<file path="config.mk">
export PLATFORM = sky130hd
export DESIGN_NAME = uart_tx_cfg
export DESIGN_NICKNAME = d
export VERILOG_FILES = /design/src/rtl/uart_pkg.sv /design/src/rtl/uart_sync_fifo.sv /design/src/rtl/uart_tx_cfg.sv
export SDC_FILE = /design/constraint.sdc
export NUM_CORES = 1
export LEC_CHECK = 0
export ABC_AREA = 1
export BUFFER_PORTS_ARGS = -buffer_cell sky130_fd_sc_hd__buf_2
export CAP_MARGIN = 15
export CELL_PAD_IN_SITES_DETAIL_PLACEMENT = 1
export CELL_PAD_IN_SITES_GLOBAL_PLACEMENT = 2
export CORE_MARGIN = 2
export CORE_UTILIZATION = 34
export CTS_BUF_LIST = sky130_fd_sc_hd__clkbuf_16
export DETAILED_ROUTE_END_ITERATION = 8
export PLACE_DENSITY = 0.75
export SLEW_MARGIN = 10
export SYNTH_ARGS = -nofsm -noshare
export SYNTH_HDL_FRONTEND = slang
export SYNTH_SLANG_ARGS = --single-unit
</file>
<file path="constraint.sdc">
create_clock -name clk -period 2.3 [get_ports clk]
set_input_delay 0.115 -clock clk [delete_from_list [all_inputs] [get_ports clk]]
set_output_delay 0.115 -clock clk [all_outputs]
set_load 0.01 [all_outputs]
</file>
<file path="src/rtl/uart_pkg.sv">
// rtl/uart_pkg.sv - shared types and constants for the buffered UART transmitter
package uart_pkg;

    typedef enum logic [1:0] {
        PAR_NONE = 2'b00,
        PAR_EVEN = 2'b01,
        PAR_ODD  = 2'b10,
        PAR_RSVD = 2'b11
    } parity_e;

    typedef enum logic [2:0] {
        IDLE   = 3'd0,
        START  = 3'd1,
        DATA   = 3'd2,
        PARITY = 3'd3,
        STOP   = 3'd4
    } tx_state_e;

    localparam int MIN_DIV = 2;

endpackage

</file>
<file path="src/rtl/uart_sync_fifo.sv">
// rtl/uart_sync_fifo.sv - synchronous FIFO with first-word-valid read port
module uart_sync_fifo #(
    parameter int WIDTH = 8,
    parameter int DEPTH = 4
) (
    input  logic                     clk,
    input  logic                     rstn,
    input  logic                     push,
    input  logic [WIDTH-1:0]         wdata,
    input  logic                     pop,
    output logic [WIDTH-1:0]         rdata,
    output logic                     full,
    output logic                     empty,
    output logic [$clog2(DEPTH):0]   level
);

    localparam int AW = $clog2(DEPTH);
    localparam logic [AW:0] PTR_ONE = (AW+1)'(1);

    logic [WIDTH-1:0] mem [DEPTH];
    logic [AW:0]      wptr;
    logic [AW:0]      rptr;
    logic             do_push;
    logic             do_pop;

    assign do_push = push && !full;
    assign do_pop  = pop && !empty;

    // Pointers carry one extra wrap bit so full and empty are distinguishable.
    always_ff @(posedge clk or negedge rstn) begin
        if (!rstn) begin
            wptr <= '0;
            rptr <= '0;
        end else begin
            if (do_push) wptr <= wptr + PTR_ONE;
            if (do_pop)  rptr <= rptr + PTR_ONE;
        end
    end

    always_ff @(posedge clk) begin
        if (do_push) mem[wptr[AW-1:0]] <= wdata;
    end

    assign rdata = mem[rptr[AW-1:0]];
    assign level = wptr - rptr;
    assign empty = (wptr == rptr);
    assign full  = (wptr[AW] != rptr[AW]) && (wptr[AW-1:0] == rptr[AW-1:0]);

endmodule

</file>
<file path="src/rtl/uart_tx_cfg.sv">
// rtl/uart_tx_cfg.sv - buffered UART transmitter with per-frame runtime configuration
module uart_tx_cfg
    import uart_pkg::*;
#(
    parameter int DATA_WIDTH = 8,
    parameter int FIFO_DEPTH = 4,
    parameter int DIV_WIDTH  = 16
) (
    input  logic                          clk,
    input  logic                          rstn,
    input  logic                          s_valid,
    output logic                          s_ready,
    input  logic [DATA_WIDTH-1:0]         s_data,
    input  logic [DIV_WIDTH-1:0]          cfg_div,
    input  logic [1:0]                    cfg_parity,
    input  logic                          cfg_stop2,
    output logic                          tx,
    output logic                          busy,
    output logic [$clog2(FIFO_DEPTH):0]   fifo_level
);

    localparam int BW = $clog2(DATA_WIDTH + 1);
    localparam logic [BW-1:0]        LAST_BIT  = BW'(DATA_WIDTH - 1);
    localparam logic [BW-1:0]        BIT_ONE   = BW'(1);
    localparam logic [DIV_WIDTH-1:0] DIV_FLOOR = DIV_WIDTH'(MIN_DIV);
    localparam logic [DIV_WIDTH-1:0] DIV_ONE   = DIV_WIDTH'(1);

    logic [DATA_WIDTH-1:0] fifo_rdata;
    logic                  fifo_full;
    logic                  fifo_empty;
    logic                  load;

    tx_state_e             state;
    logic [DATA_WIDTH-1:0] shreg;
    logic [DIV_WIDTH-1:0]  div_lat;
    logic [DIV_WIDTH-1:0]  div_cnt;
    logic [BW-1:0]         bit_cnt;
    logic                  par_en;
    logic                  par_bit;
    logic                  stop2_lat;
    logic                  stop_second;
    logic                  tx_r;

    logic [DIV_WIDTH-1:0]  eff_div;
    logic                  bit_done;
    logic                  stop_done;
    parity_e               cfg_par;

    uart_sync_fifo #(
        .WIDTH (DATA_WIDTH),
        .DEPTH (FIFO_DEPTH)
    ) u_fifo (
        .clk   (clk),
        .rstn  (rstn),
        .push  (s_valid),
        .wdata (s_data),
        .pop   (load),
        .rdata (fifo_rdata),
        .full  (fifo_full),
        .empty (fifo_empty),
        .level (fifo_level)
    );

    assign cfg_par   = parity_e'(cfg_parity);
    assign eff_div   = (cfg_div < DIV_FLOOR) ? DIV_FLOOR : cfg_div;
    assign bit_done  = (div_cnt == '0);
    assign stop_done = (state == STOP) && bit_done && (!stop2_lat || stop_second);
    // A new frame starts from IDLE or straight out of the last stop cycle, so queued frames abut.
    assign load      = !fifo_empty && ((state == IDLE) || stop_done);

    always_ff @(posedge clk or negedge rstn) begin
        if (!rstn) begin
            state       <= IDLE;
            tx_r        <= 1'b1;
            shreg       <= '0;
            div_lat     <= DIV_FLOOR;
            div_cnt     <= '0;
            bit_cnt     <= '0;
            par_en      <= 1'b0;
            par_bit     <= 1'b0;
            stop2_lat   <= 1'b0;
            stop_second <= 1'b0;
        end else if (load) begin
            state       <= START;
            tx_r        <= 1'b0;
            shreg       <= fifo_rdata;
            div_lat     <= eff_div;
            div_cnt     <= eff_div - DIV_ONE;
            bit_cnt     <= '0;
            par_en      <= (cfg_par == PAR_EVEN) || (cfg_par == PAR_ODD);
            par_bit     <= (^fifo_rdata) ^ (cfg_par == PAR_ODD);
            stop2_lat   <= cfg_stop2;
            stop_second <= 1'b0;
        end else if (state != IDLE && !bit_done) begin
            div_cnt <= div_cnt - DIV_ONE;
        end else begin
            case (state)
                START: begin
                    state   <= DATA;
                    div_cnt <= div_lat - DIV_ONE;
                    bit_cnt <= '0;
                    tx_r    <= shreg[0];
                end
                DATA: begin
                    div_cnt <= div_lat - DIV_ONE;
                    if (bit_cnt == LAST_BIT) begin
                        if (par_en) begin
                            state <= PARITY;
                            tx_r  <= par_bit;
                        end else begin
                            state <= STOP;
                            tx_r  <= 1'b1;
                        end
                    end else begin
                        shreg   <= shreg >> 1;
                        tx_r    <= shreg[1];
                        bit_cnt <= bit_cnt + BIT_ONE;
                    end
                end
                PARITY: begin
                    state   <= STOP;
                    tx_r    <= 1'b1;
                    div_cnt <= div_lat - DIV_ONE;
                end
                STOP: begin
                    if (stop2_lat && !stop_second) begin
                        stop_second <= 1'b1;
                        div_cnt     <= div_lat - DIV_ONE;
                    end else begin
                        state <= IDLE;
                    end
                end
                default: begin
                    state <= IDLE;
                end
            endcase
        end
    end

    assign tx      = tx_r;
    assign s_ready = !fifo_full;
    assign busy    = (state != IDLE) || !fifo_empty;

endmodule

</file>
==> qor.txt <==
==================================================================================
Cell Area, Synth                                                         4990 um^2
Total of warnings raised by yosys                                                0
Cells along the critical path                                         inv_4 > ha_4 > nand2_4 > nor2_8 > nor2_8 > buf_6 > o21ai_2 > nand2_1 > nand2_2 > nor2_2 > nand2_2 > nor2_4 > nand2_1 > nand2_1 > nand2_1 > nand2_1 > nand2_1
Commonest non-fill, non-tap cell in the layout                        sky130_fd_sc_hd__nand2_1
Syn-to-layout area delta                                                     23.3%
Required time at the endpoint of the critical path                         2.55 ns
Pre-CTS setup slack                                                     -0.0284 ns
Share of the synthesized area in the top cell type                           28.1%
Number of input and output port buffers inserted                                35
Status                                                                complete, no violations
Seq cells post-synth                                                            90
Number of standard cells after synthesis                                       579
Drt pass-1 iters                                                                 4
Htree depth                                                                      3
Worst-case hold slack                                                    0.0103 ns
Largest area contributor in the synthesized netlist                   sky130_fd_sc_hd__dfrtp_1
Relative slew slack                                                          67.4%
Setup ws final                                                            0.113 ns
Launching element type of the critical path                                   flop
Placeable core region                                                   14400 um^2
Global-route wire length before repair                                     22.0 mm
Top area cells in the synthesized netlist                             sky130_fd_sc_hd__dfrtp_1 (28%), sky130_fd_sc_hd__edfxtp_1 (19%), sky130_fd_sc_hd__nand2_1 (10%)
Post-Synth Simple-Gate Area                                                  26.7%
Maximum number of pins on one net before global-route repair                    26
Met1 Wirelength                                                            6.52 mm
Num CTS Buffers                                                                  9
Area share of fa/ha/maj cells after synthesis                                2.91%
Synthesized-area fraction occupied by ao, oa, aoi and oai cells              10.8%
Grt total ovfl                                                                   0
Vias after detailed routing                                                   4037
Combinational family with the most area after synthesis               simple AND/OR/NAND/NOR gates
Drt drc                                                                          0
Max incr delay on CP                                                       0.43 ns
Routed length per instance                                                 15.5 um
Dominant register cell in the synthesized netlist                     sky130_fd_sc_hd__dfrtp_1
Start-to-end type of the worst setup path                             flop to flop
Insertion delay to the later sink of the worst-skew pair                   0.36 ns
Async S/R FF share, synth                                                    64.4%
Initial antenna violation count                                                  0
Vias per Instance                                                             4.77
Total of max-cap violations                                                      0
Worst Clk Skew                                                          0.00743 ns
Routability congestion estimate from global placement                        0.787
Final setup violating endpoints                                                  0
Post-synthesis sequential area ratio                                         48.4%
Global-route usage over all layers                                           17.6%
Buffer and inverter count on the worst path                                      2
Mean post-synth cell area                                                8.61 um^2
EDFF count, synth                                                               32
Horizontal extent of the die                                                125 um
Maximum operating frequency                                              0.457 GHz
Final worst path period share                                                95.1%
Drt first-iter violations                                                      147
Die extent in y                                                             125 um
Area share of xor/xnor cells in the synthesized design                       3.34%
Antenna viol nets, final                                                         0
Pin slew with the least headroom to its limit                             0.485 ns
Final sum of negative setup slack                                             0 ns
Final wirelength                                                           13.1 mm
Mux share of post-synthesis cell area                                       0.226%
Clock-pin slew on the worst setup and hold paths                           0.07 ns
Vias in the first global route                                                4354
Initial core utilization                                                     34.6%
Root buffer cell                                                      sky130_fd_sc_hd__clkbuf_16
Highest-delay cell along the critical path                            sky130_fd_sc_hd__dfrtp_2
Met3 Wirelength                                                             300 um
Area enclosed by the die boundary                                       15700 um^2
RSZ-0062 raised after global routing                                          true
Biggest fanout along the worst timing path                                       7
Family of cells with the greatest summed delay on the critical path   simple AND/OR/NAND/NOR gates
Uppermost layer routed                                                        met4
Post-detailed-placement half-perimeter wirelength                          9.55 mm
Data arrival time at the worst-slack endpoint                              2.44 ns
Shortest clock period the worst path allows after layout                   2.19 ns
Total count of hold-check failures in the final report                           0
Hold crit path type                                                   input port to flop
Clock net sink count                                                            90
Routed met2 length                                                         6.09 mm
Commonest cells after routing, fill and taps aside                    sky130_fd_sc_hd__nand2_1 (130), sky130_fd_sc_hd__o21ai_0 (65), sky130_fd_sc_hd__inv_1 (60), sky130_fd_sc_hd__dfrtp_1 (55), sky130_fd_sc_hd__nor2_1 (49)
TritonCTS clock tree                                                         built
Fraction of layout instances using a drive strength above 1                  26.0%
Pins Over Slew Limit                                                             0
Filler Cell Count                                                             1725
Final layout net count                                                         698
Crit path capture type                                                        flop
Number of distinct library cells after synthesis                                44
Most frequent cell on the critical path                               sky130_fd_sc_hd__nand2_1
Post-synth net total                                                           620
Top-level I/O count                                                             36
Number of antenna cells inserted                                                 0
Worst-case clock buffer depth                                                    2
Standard-cell rows                                                              44
==================================================================================
worst min-delay path, cell delays in order:
cell	delay, ns
sky130_fd_sc_hd__buf_2	0.10
sky130_fd_sc_hd__nand2_2	0.05
sky130_fd_sc_hd__o21ai_0	0.06
final cells by class:
type / count / area, um^2 / area share [%]
clock buffers: 9 / 225 / 3.66
clock inverters: 7 / 92.6 / 1.51
inverters: 70 / 278 / 4.52
multi-input cells: 403 / 2320 / 37.7
flip-flops and latches: 90 / 2420 / 39.3
well taps: 184 / 230 / 3.74
repair buffers: 83 / 588 / 9.56
kinds of logic after synthesis:
logic type,after synthesis
simple gates,276
fa+ha+maj,11
mux,1
flops,90
compound gates,96
xor+xnor,19
buf+inv,86
Yosys cell counts (2+ instances only):
cell type and count:
sky130_fd_sc_hd__buf_2 7, sky130_fd_sc_hd__xor2_1 15, sky130_fd_sc_hd__buf_6 3, sky130_fd_sc_hd__nand3_1 28, sky130_fd_sc_hd__o21ai_1 12, sky130_fd_sc_hd__dfstp_2 2
sky130_fd_sc_hd__nand2_1 137, sky130_fd_sc_hd__ha_1 10, sky130_fd_sc_hd__o21ai_2 3, sky130_fd_sc_hd__xnor2_1 4, sky130_fd_sc_hd__o21ai_0 65, sky130_fd_sc_hd__inv_1 62
sky130_fd_sc_hd__buf_4 3, sky130_fd_sc_hd__nand3b_1 4, sky130_fd_sc_hd__edfxtp_1 32, sky130_fd_sc_hd__o22a_1 3, sky130_fd_sc_hd__inv_2 6, sky130_fd_sc_hd__nor3_1 4
sky130_fd_sc_hd__nor2_8 2, sky130_fd_sc_hd__nor2_1 55, sky130_fd_sc_hd__dfrtp_1 56, sky130_fd_sc_hd__nand2_4 8, sky130_fd_sc_hd__nor2_4 7, sky130_fd_sc_hd__nand2_2 18
sky130_fd_sc_hd__nor2_2 8, sky130_fd_sc_hd__a21oi_1 3, sky130_fd_sc_hd__a2bb2oi_1 2, sky130_fd_sc_hd__o22ai_1 4
per-stage QoR:
step,instances,util (%),cell area [um^2]
floorplan,579,-,4990
global placement,814,38.4,5530
detailed placement,814,38.4,5530
CTS,840,41.4,5970
global route,846,42.6,6150
finish,846,42.6,6150
layer usage:
metal	track usage, %	vias up
met5	0	-
met4	5.69	0
met3	2.52	12
met2	28.5	44
met1	24.3	1967
li1	-	2014
flip-flops by register name, summed over array words and instances (netlist names), 3 cells and up:
name / cells
shreg: 8
u_fifo.mem: 32
u_fifo.wptr: 3
state: 3
div_cnt: 16
u_fifo.rptr: 3
div_lat: 16
bit_cnt: 4
what timing repair did:
item,CTS,global route
endpoints found under the hold margin,45,0
hold buffers,10,0
pin swaps,1,20
gates cloned,0,0
buffers inserted,0,6
setup endpoints to repair,5,17
resized for setup,4,37
worst paths after layout:
check                                    start  slack (ns)          end  cells after the start
worst min register to register       stop2_lat        0.48    stop2_lat                      2
worst min-delay path               cfg_div[14]        0.01  div_lat[14]                      3
worst max register to register  u_fifo.rptr[1]        0.11   div_cnt[9]                     17
worst max-delay path            u_fifo.rptr[1]        0.11   div_cnt[9]                     17
max in group asynchronous                 rstn        1.40           tx                      3
min in group asynchronous                 rstn        0.18   bit_cnt[0]                      2
Power is left out: the tool's default activity adds up to more than one toggle a clock period on the data nets, which glitch-free logic cannot reach.
